[src/rtl/mem_arbiter.sv]
// Main-memory arbiter: shares even/odd byte banks between the CPU and one DMA port.
// CPU has priority, a starvation guard lets DMA through, and every access runs IDLE -> ACC -> RESP.
module mem_arbiter #(
    parameter int ADRS_W     = 11,
    parameter int STARVE_MAX = 4
) (
    input  logic              m_clock,
    input  logic              p_reset,
    input  logic              cpu_req,
    input  logic              cpu_we,
    input  logic              cpu_wbyte,
    input  logic [15:0]       cpu_adrs,
    input  logic [15:0]       cpu_wdata,
    output logic [15:0]       cpu_rdata,
    output logic              cpu_ack,
    input  logic              dma_req,
    input  logic              dma_we,
    input  logic [15:0]       dma_adrs,
    input  logic [15:0]       dma_wdata,
    output logic [15:0]       dma_rdata,
    output logic              dma_ack,
    output logic [ADRS_W-1:0] mem_adrs,
    output logic              mem_we_e,
    output logic              mem_we_o,
    output logic [7:0]        mem_wdata_e,
    output logic [7:0]        mem_wdata_o,
    input  logic [7:0]        mem_rdata_e,
    input  logic [7:0]        mem_rdata_o,
    output logic [1:0]        fsm_state
);
    localparam int CW = $clog2(STARVE_MAX + 1);
    localparam logic [CW-1:0] STARVE_LIM = CW'(STARVE_MAX);

    typedef enum logic [1:0] {
        IDLE = 2'd0,
        ACC  = 2'd1,
        RESP = 2'd2
    } state_t;

    state_t            state;
    logic [CW-1:0]     starve_cnt;
    logic              own_dma;
    logic              rd_q;
    logic              we_e_q;
    logic              we_o_q;

    logic              grant_dma;
    logic              win_we;
    logic              win_wbyte;
    logic [15:0]       win_adrs;
    logic [15:0]       win_wdata;
    logic [ADRS_W-1:0] win_word;
    logic              unused_adrs;

    // Winner selection; DMA is word-only, so its bit0 is forced low and wbyte never applies.
    always_comb begin
        grant_dma = dma_req && (!cpu_req || (starve_cnt == STARVE_LIM));
        win_we    = grant_dma ? dma_we : cpu_we;
        win_wbyte = grant_dma ? 1'b0 : (cpu_we && cpu_wbyte);
        win_adrs  = grant_dma ? {dma_adrs[15:1], 1'b0} : cpu_adrs;
        win_wdata = grant_dma ? dma_wdata : cpu_wdata;
    end

    // Address bits above the bank range are dropped, so addresses wrap.
    assign win_word    = win_adrs[ADRS_W:1];
    assign unused_adrs = ^{win_adrs[15:ADRS_W+1], dma_adrs[0]};

    always_ff @(posedge m_clock) begin
        if (p_reset) begin
            state       <= IDLE;
            starve_cnt  <= '0;
            own_dma     <= 1'b0;
            rd_q        <= 1'b0;
            we_e_q      <= 1'b0;
            we_o_q      <= 1'b0;
            mem_adrs    <= '0;
            mem_wdata_e <= '0;
            mem_wdata_o <= '0;
            cpu_ack     <= 1'b0;
            dma_ack     <= 1'b0;
            cpu_rdata   <= '0;
            dma_rdata   <= '0;
        end else begin
            case (state)
                IDLE: begin
                    if (!dma_req || grant_dma) begin
                        starve_cnt <= '0;
                    end else if (starve_cnt != STARVE_LIM) begin
                        starve_cnt <= starve_cnt + CW'(1);
                    end
                    if (cpu_req || dma_req) begin
                        own_dma     <= grant_dma;
                        rd_q        <= !win_we;
                        mem_adrs    <= win_word;
                        we_e_q      <= win_we && !(win_wbyte && win_adrs[0]);
                        we_o_q      <= win_we && !(win_wbyte && !win_adrs[0]);
                        mem_wdata_e <= win_wbyte ? win_wdata[7:0] : win_wdata[15:8];
                        mem_wdata_o <= win_wdata[7:0];
                        state       <= ACC;
                    end
                end
                ACC: begin
                    we_e_q  <= 1'b0;
                    we_o_q  <= 1'b0;
                    cpu_ack <= !own_dma;
                    dma_ack <= own_dma;
                    state   <= RESP;
                end
                RESP: begin
                    cpu_ack <= 1'b0;
                    dma_ack <= 1'b0;
                    if (rd_q) begin
                        if (own_dma) begin
                            dma_rdata <= {mem_rdata_e, mem_rdata_o};
                        end else begin
                            cpu_rdata <= {mem_rdata_e, mem_rdata_o};
                        end
                    end
                    state <= IDLE;
                end
                default: state <= IDLE;
            endcase
        end
    end

    // A reset sampled at the end of ACC must not let the pending write land on that same edge.
    assign mem_we_e  = we_e_q && !p_reset;
    assign mem_we_o  = we_o_q && !p_reset;
    assign fsm_state = state;

endmodule
[config.mk]
export PLATFORM = sky130hd
export DESIGN_NAME = mem_arbiter
export DESIGN_NICKNAME = d
export VERILOG_FILES = /design/src/rtl/mem_arbiter.sv
export SDC_FILE = /design/constraint.sdc
export NUM_CORES = 1
export LEC_CHECK = 0
export ABC_AREA = 0
export ABC_CLOCK_PERIOD_IN_PS = 1830
export CORE_AREA = 10 10 88 109
export DETAILED_ROUTE_END_ITERATION = 6
export DIE_AREA = 0 0 98 119
export PLACE_DENSITY = 0.8
export SYNTH_ARGS = -nofsm -noshare
export SYNTH_HDL_FRONTEND = slang
export SYNTH_SLANG_ARGS = --single-unit
[constraint.sdc]
create_clock -name m_clock -period 1.83 [get_ports m_clock]
set_input_delay 0.366 -clock m_clock [delete_from_list [all_inputs] [get_ports m_clock]]
set_output_delay 0.366 -clock m_clock [all_outputs]
set_load 0.02 [all_outputs]
### After elaboration in Yosys (flattened, before gate mapping)

Index checks and enable logic that the tools add are counted.

* flip-flop bits (word level): 70
* latch bits: 0
* RAM bits: 0
* memory bits (read-only): 0
* bits of input ports: 87
* output and inout port bits: 65
* logic and storage cells: 63
* memories: 0

* $add $sub $neg: 1
* multiply operators: 0
* div/mod/pow operators: 0
* magnitude comparators: 0
* equal/unequal tests: 5
* shift operators: 0
* muxes and demuxes: 15
* bitwise gates (word level): 1
* reduce and logical (&&, ||, !) cells: 28

Operators by type and width (number)
* 16-bit two-way mux: 1
* 12-bit two-way mux: 1
* 1-bit logical AND: 8
* 1-bit logical NOT: 8
* 8-bit two-way mux: 1
* 1-bit one-hot mux with 2 select lines: 4
* 3-bit two-way mux: 2
* 2-bit AND reduction: 3
* 3-bit AND reduction: 2
* 2-bit nonzero test: 3
* 1-bit two-way mux: 4
* 2-bit one-hot mux with 2 select lines: 1
* 3-bit by 1-bit adder with 3-bit output, second input constant: 1
* 3-bit == test, second input constant: 1
* 1-bit logical OR: 3
* 3-bit inequality test, second input constant: 1
* 2-bit by 1-bit == test with 1-bit output, second input constant: 1
* 2-bit == test, second input constant: 1
* 2-bit logical NOT: 1
* 2-bit two-way mux: 1
* 2-bit inequality test, second input constant: 1
* 1-bit NOT: 1

### Depth between registers and ports, before layout

* depth in word-level cells: 10
* gate-level depth with buffers: 8

### Worst setup path before layout

Ideal clock, no wire load.

* path type: register to register
* from: reg state[0] (netlist: fsm_state[0])
* to: reg cpu_rdata[10]
* data arrival time: 1.541 ns
* data required time: 1.759 ns
* setup slack: 0.219 ns
* cell stages (with the launch flop): 9
* clock period less this slack: 1.611 ns
* path through: dfxtp_1 > inv_1 > ha_1 > nand2_1 > or2_2 > clkbuf_1 > buf_2 > nand2_1 > a21oi_1

* longest elaborated chain between the ends: 2

RTL lines
* start, declared: RTL line 40 `state_t state;`
* start signal, assigned: RTL line 70 `state <= IDLE;`
* start signal, assigned: RTL line 99 `state <= ACC;`
* start signal, assigned: RTL line 107 `state <= RESP;`
* 2-bit == test: RTL line 84 `case (state)`
* 3-bit AND reduction (no line)
* end signal, assigned: RTL line 116 `cpu_rdata <= {mem_rdata_e, mem_rdata_o};`
* end, declared: RTL line 14 `output logic [15:0] cpu_rdata,`

No other way between the ends.
A chain may end at the register's enable or synchronous reset.

### Worst setup path in the final report

* from: reg state[1] (netlist: fsm_state[1])
* to: out fsm_state[1]

RTL lines
* end, declared: RTL line 29 `output logic [1:0] fsm_state`

No word-level cell between the ends.

==> out/metrics.cfg <==
[power]
powerDensity_mw_per_mm2 = 826
p_leak_nw = 1.82
peakVddDrop_mv = 0.593

[clocking]
numCtsBuffers = 9
clock_sinks = 70
clkTransAtPathRegs_ns = 0.07
clk_latency_ns = 0.33
postCtsSetupBuffers = 0
tritoncts = built
h-tree-depth = 3
clk_path_buf_depth = 2
cts_root_buf = clkbuf_8

[synthesis]
postSynth.asyncResetShare = 0
synth_cells = 361
synthMuxAreaShare = 0.0340
synthAdderAreaFrac = 0.0213
synth_flop_cell = dfxtp_1
synth_nets = 453
synth_xor_area_frac = 0.00595
synth-compound-area-share = 0.182
ys_ff_latch = 70
yosysUniqueCellTypes = 39
synth_top_family_by_area = simple AND/OR/NAND/NOR gates
synthSimpleGateAreaFrac = 0.230
ys.warnings.count = 0
synth_edf_count = 0
syn_avg_cell_area_um2 = 8.15
ys_seq_area_frac = 0.476
synth_area_mm2 = 0.00294

[place]
dp_cells = 592
io_buffer_count = 142
hpwl_um = 7520
place_ws_ns = -0.210
gp_congestion = 0.818

[detailed_routing]
drtIter0Drc = 124
vias = 3076
wl_um = 9570
drc = 0
dr.pass1.iters = 4
routed_via_density = 5.06
avgRoutedWirePerCell_um = 15.7
ant_nets = 0

[critical_path]
rr_worst_depth = 7
r2r_start = starve_cnt[0]
path_depth = 1
path_buf_inv = 1
worstPathArrival_ns = 1.34
path_cells = clkdlybuf4s50_1
cp.required_ns = 1.46
cp_max_fo = 4
r2r_slack_ns = 0.14
max_stage_delay_ns = 0.63
critPathTopFamily = buffers and inverters
rr_endpoint = mem_wdata_o[1]
criticalPathCategory = flip-flop to output pin
end_kind = output pin
cp_slowest_cell = clkdlybuf4s50_1
cp-startpoint = fsm_state[1]
start_kind = flip-flop
endpoint = fsm_state[1]

[timing]
final.setup.tns_ns = 0
min_period_ns = 1.71
maxSlewViolCount = 0
final_hold_viol_count = 0
setup_viol = 0
holdWs_ns = 0.430
fin_crit_sh = 0.934
fin_skew_ns = 0.00597
tightest_slew_ns = 0.573
setup_slack_ns = 0.121
max_freq_ghz = 0.585
timing.slew.headroom = 0.618
rsz0062_at_grt = false

[floorplan]
die_y_um = 119
die-area_mm2 = 0.0117
start_util = 0.387
dieWidth_um = 98
rows = 36
core_region_area_mm2 = 0.00761
io_pins = 152

[global_routing]
grt_pass1_wl_um = 15400
antenna_found_initial = 0
grt_pass1_vias = 3215
grt_max_degree = 38
track_usage = 0.158
gr-total-overflow = 0

[cells_and_area]
layout-drive-gt1-share = 0.0780
fin_nets = 600
final_cells = 608
utilization = 0.624
layout-area-overhead-vs-synth_pct = 61.5
num_antenna_cells = 0

[outcome]
outcome = finished clean

[run]
maxCapViolCount = 0

[hold_path]
min_path_type = primary input to flip-flop

[synth_stat cells (all sizes together) (2+ instances only)]
cell / instances / area [µm²]
nand2: 111 / 424
dfxtp: 70 / 1400
a21oi: 35 / 175
nor2: 29 / 111
a311oi: 19 / 173
buf: 12 / 81.3
clkbuf: 12 / 45.0
nand3: 11 / 55.1
mux2i: 10 / 100
o21ai: 9 / 45.0
a22o: 8 / 70.1
inv: 6 / 22.5
ha: 5 / 62.6
nand2b: 3 / 18.8
a211oi: 2 / 15.0
and2: 2 / 12.5
nor2b: 2 / 15.0
o32ai: 2 / 17.5
[metrics by stage]
step	instance area [µm²]	total power [mW]
after floorplan	2940	2.12
after global routing	4750	4.11
after global placement	4520	2.58
final	4750	3.92
after CTS	4750	3.98
after detailed placement	4520	2.60
[cell usage in the layout (no fill, tap or decap), types with 2 or more instances in the layout]
cell type / Yosys / final
dfxtp_1: 70 / 70
a22o_1: 8 / 8
mux2i_1: 10 / 10
ha_1: 5 / 5
clkbuf_8: 0 / 10
nor2_1: 28 / 28
inv_1: 6 / 6
nand2b_1: 3 / 3
a21oi_1: 35 / 35
a211oi_1: 2 / 2
nand2_1: 110 / 110
buf_12: 0 / 3
dlymetal6s2s_1: 0 / 2
nand3_1: 11 / 11
bufinv_16: 0 / 2
clkinv_2: 0 / 2
a311oi_1: 18 / 18
clkdlybuf4s50_1: 0 / 139
o21ai_0: 9 / 9
clkinvlp_4: 0 / 2
buf_4: 2 / 15
o32ai_1: 2 / 2
[how the worst min path moves through the flow]
stage	startpoint	endpoint	slack [ns]	cells after the start
global route	p_reset	fsm_state[0]	0.45	3
global placement	cpu_rdata[6]	cpu_rdata[6]	0.44	2
floorplan	we_e_q	we_e_q	0.46	2
detailed placement	cpu_rdata[10]	cpu_rdata[10]	0.45	2
finish	p_reset	fsm_state[0]	0.43	3
CTS	p_reset	fsm_state[0]	0.40	3
[final cells by class]
cell class | instances | area, µm²
Fill cell | 689 | 2860
Timing Repair Buffer | 160 | 1590
Sequential cell | 70 | 1400
Multi-Input combinational cell | 261 | 1390
Clock buffer | 10 | 138
Tap cell | 95 | 119
Clock inverter | 6 | 85.1
Inverter | 6 | 22.5
[power breakdown]
part	internal [mW]	switching [mW]
clock	0.800	0.570
sequential	1.62	0.0549
combinational	0.458	0.420
total	2.88	1.05
[routing by layer]
| layer | vias up | share of wire | track usage | wire length (µm) |
|---|---|---|---|---|
| met4 | 0 | 0.021 | 0.0665 | 201 |
| met3 | 15 | 0.13 | 0.0960 | 1230 |
| met5 | - | 0 | 0 | 0 |
| met2 | 135 | 0.46 | 0.264 | 4450 |
| met1 | 1402 | 0.39 | 0.155 | 3690 |
| li1 | 1524 | - | - | - |
[state kept, by name (all words and copies together) (netlist names)]
name         cells
cpu_rdata       16
dma_rdata       16
mem_adrs        11
mem_wdata_e      8
mem_wdata_o      8
starve_cnt       3
fsm_state        2
cpu_ack          1
dma_ack          1
own_dma          1
rd_q             1
we_e_q           1
we_o_q           1
[cell families (layout without fill, tap and decap cells)]
group                    count (synthesis)  in the layout
AO/OA/AOI/OAI                           80             80
XOR/XNOR                                 2              2
adder cells (fa/ha/maj)                  5              5
buffers and inverters                   30            182
flip-flops                              70             70
multiplexers                            10             10
AND/OR/NAND/NOR                        164            164
[timing repair]
action	CTS	global route
gates resized for setup	0	2
hold buffers	0	0
endpoints found under the hold margin	0	0
endpoints found under the setup margin	0	2
No activity file was read; power rests on OpenSTA's default activity.
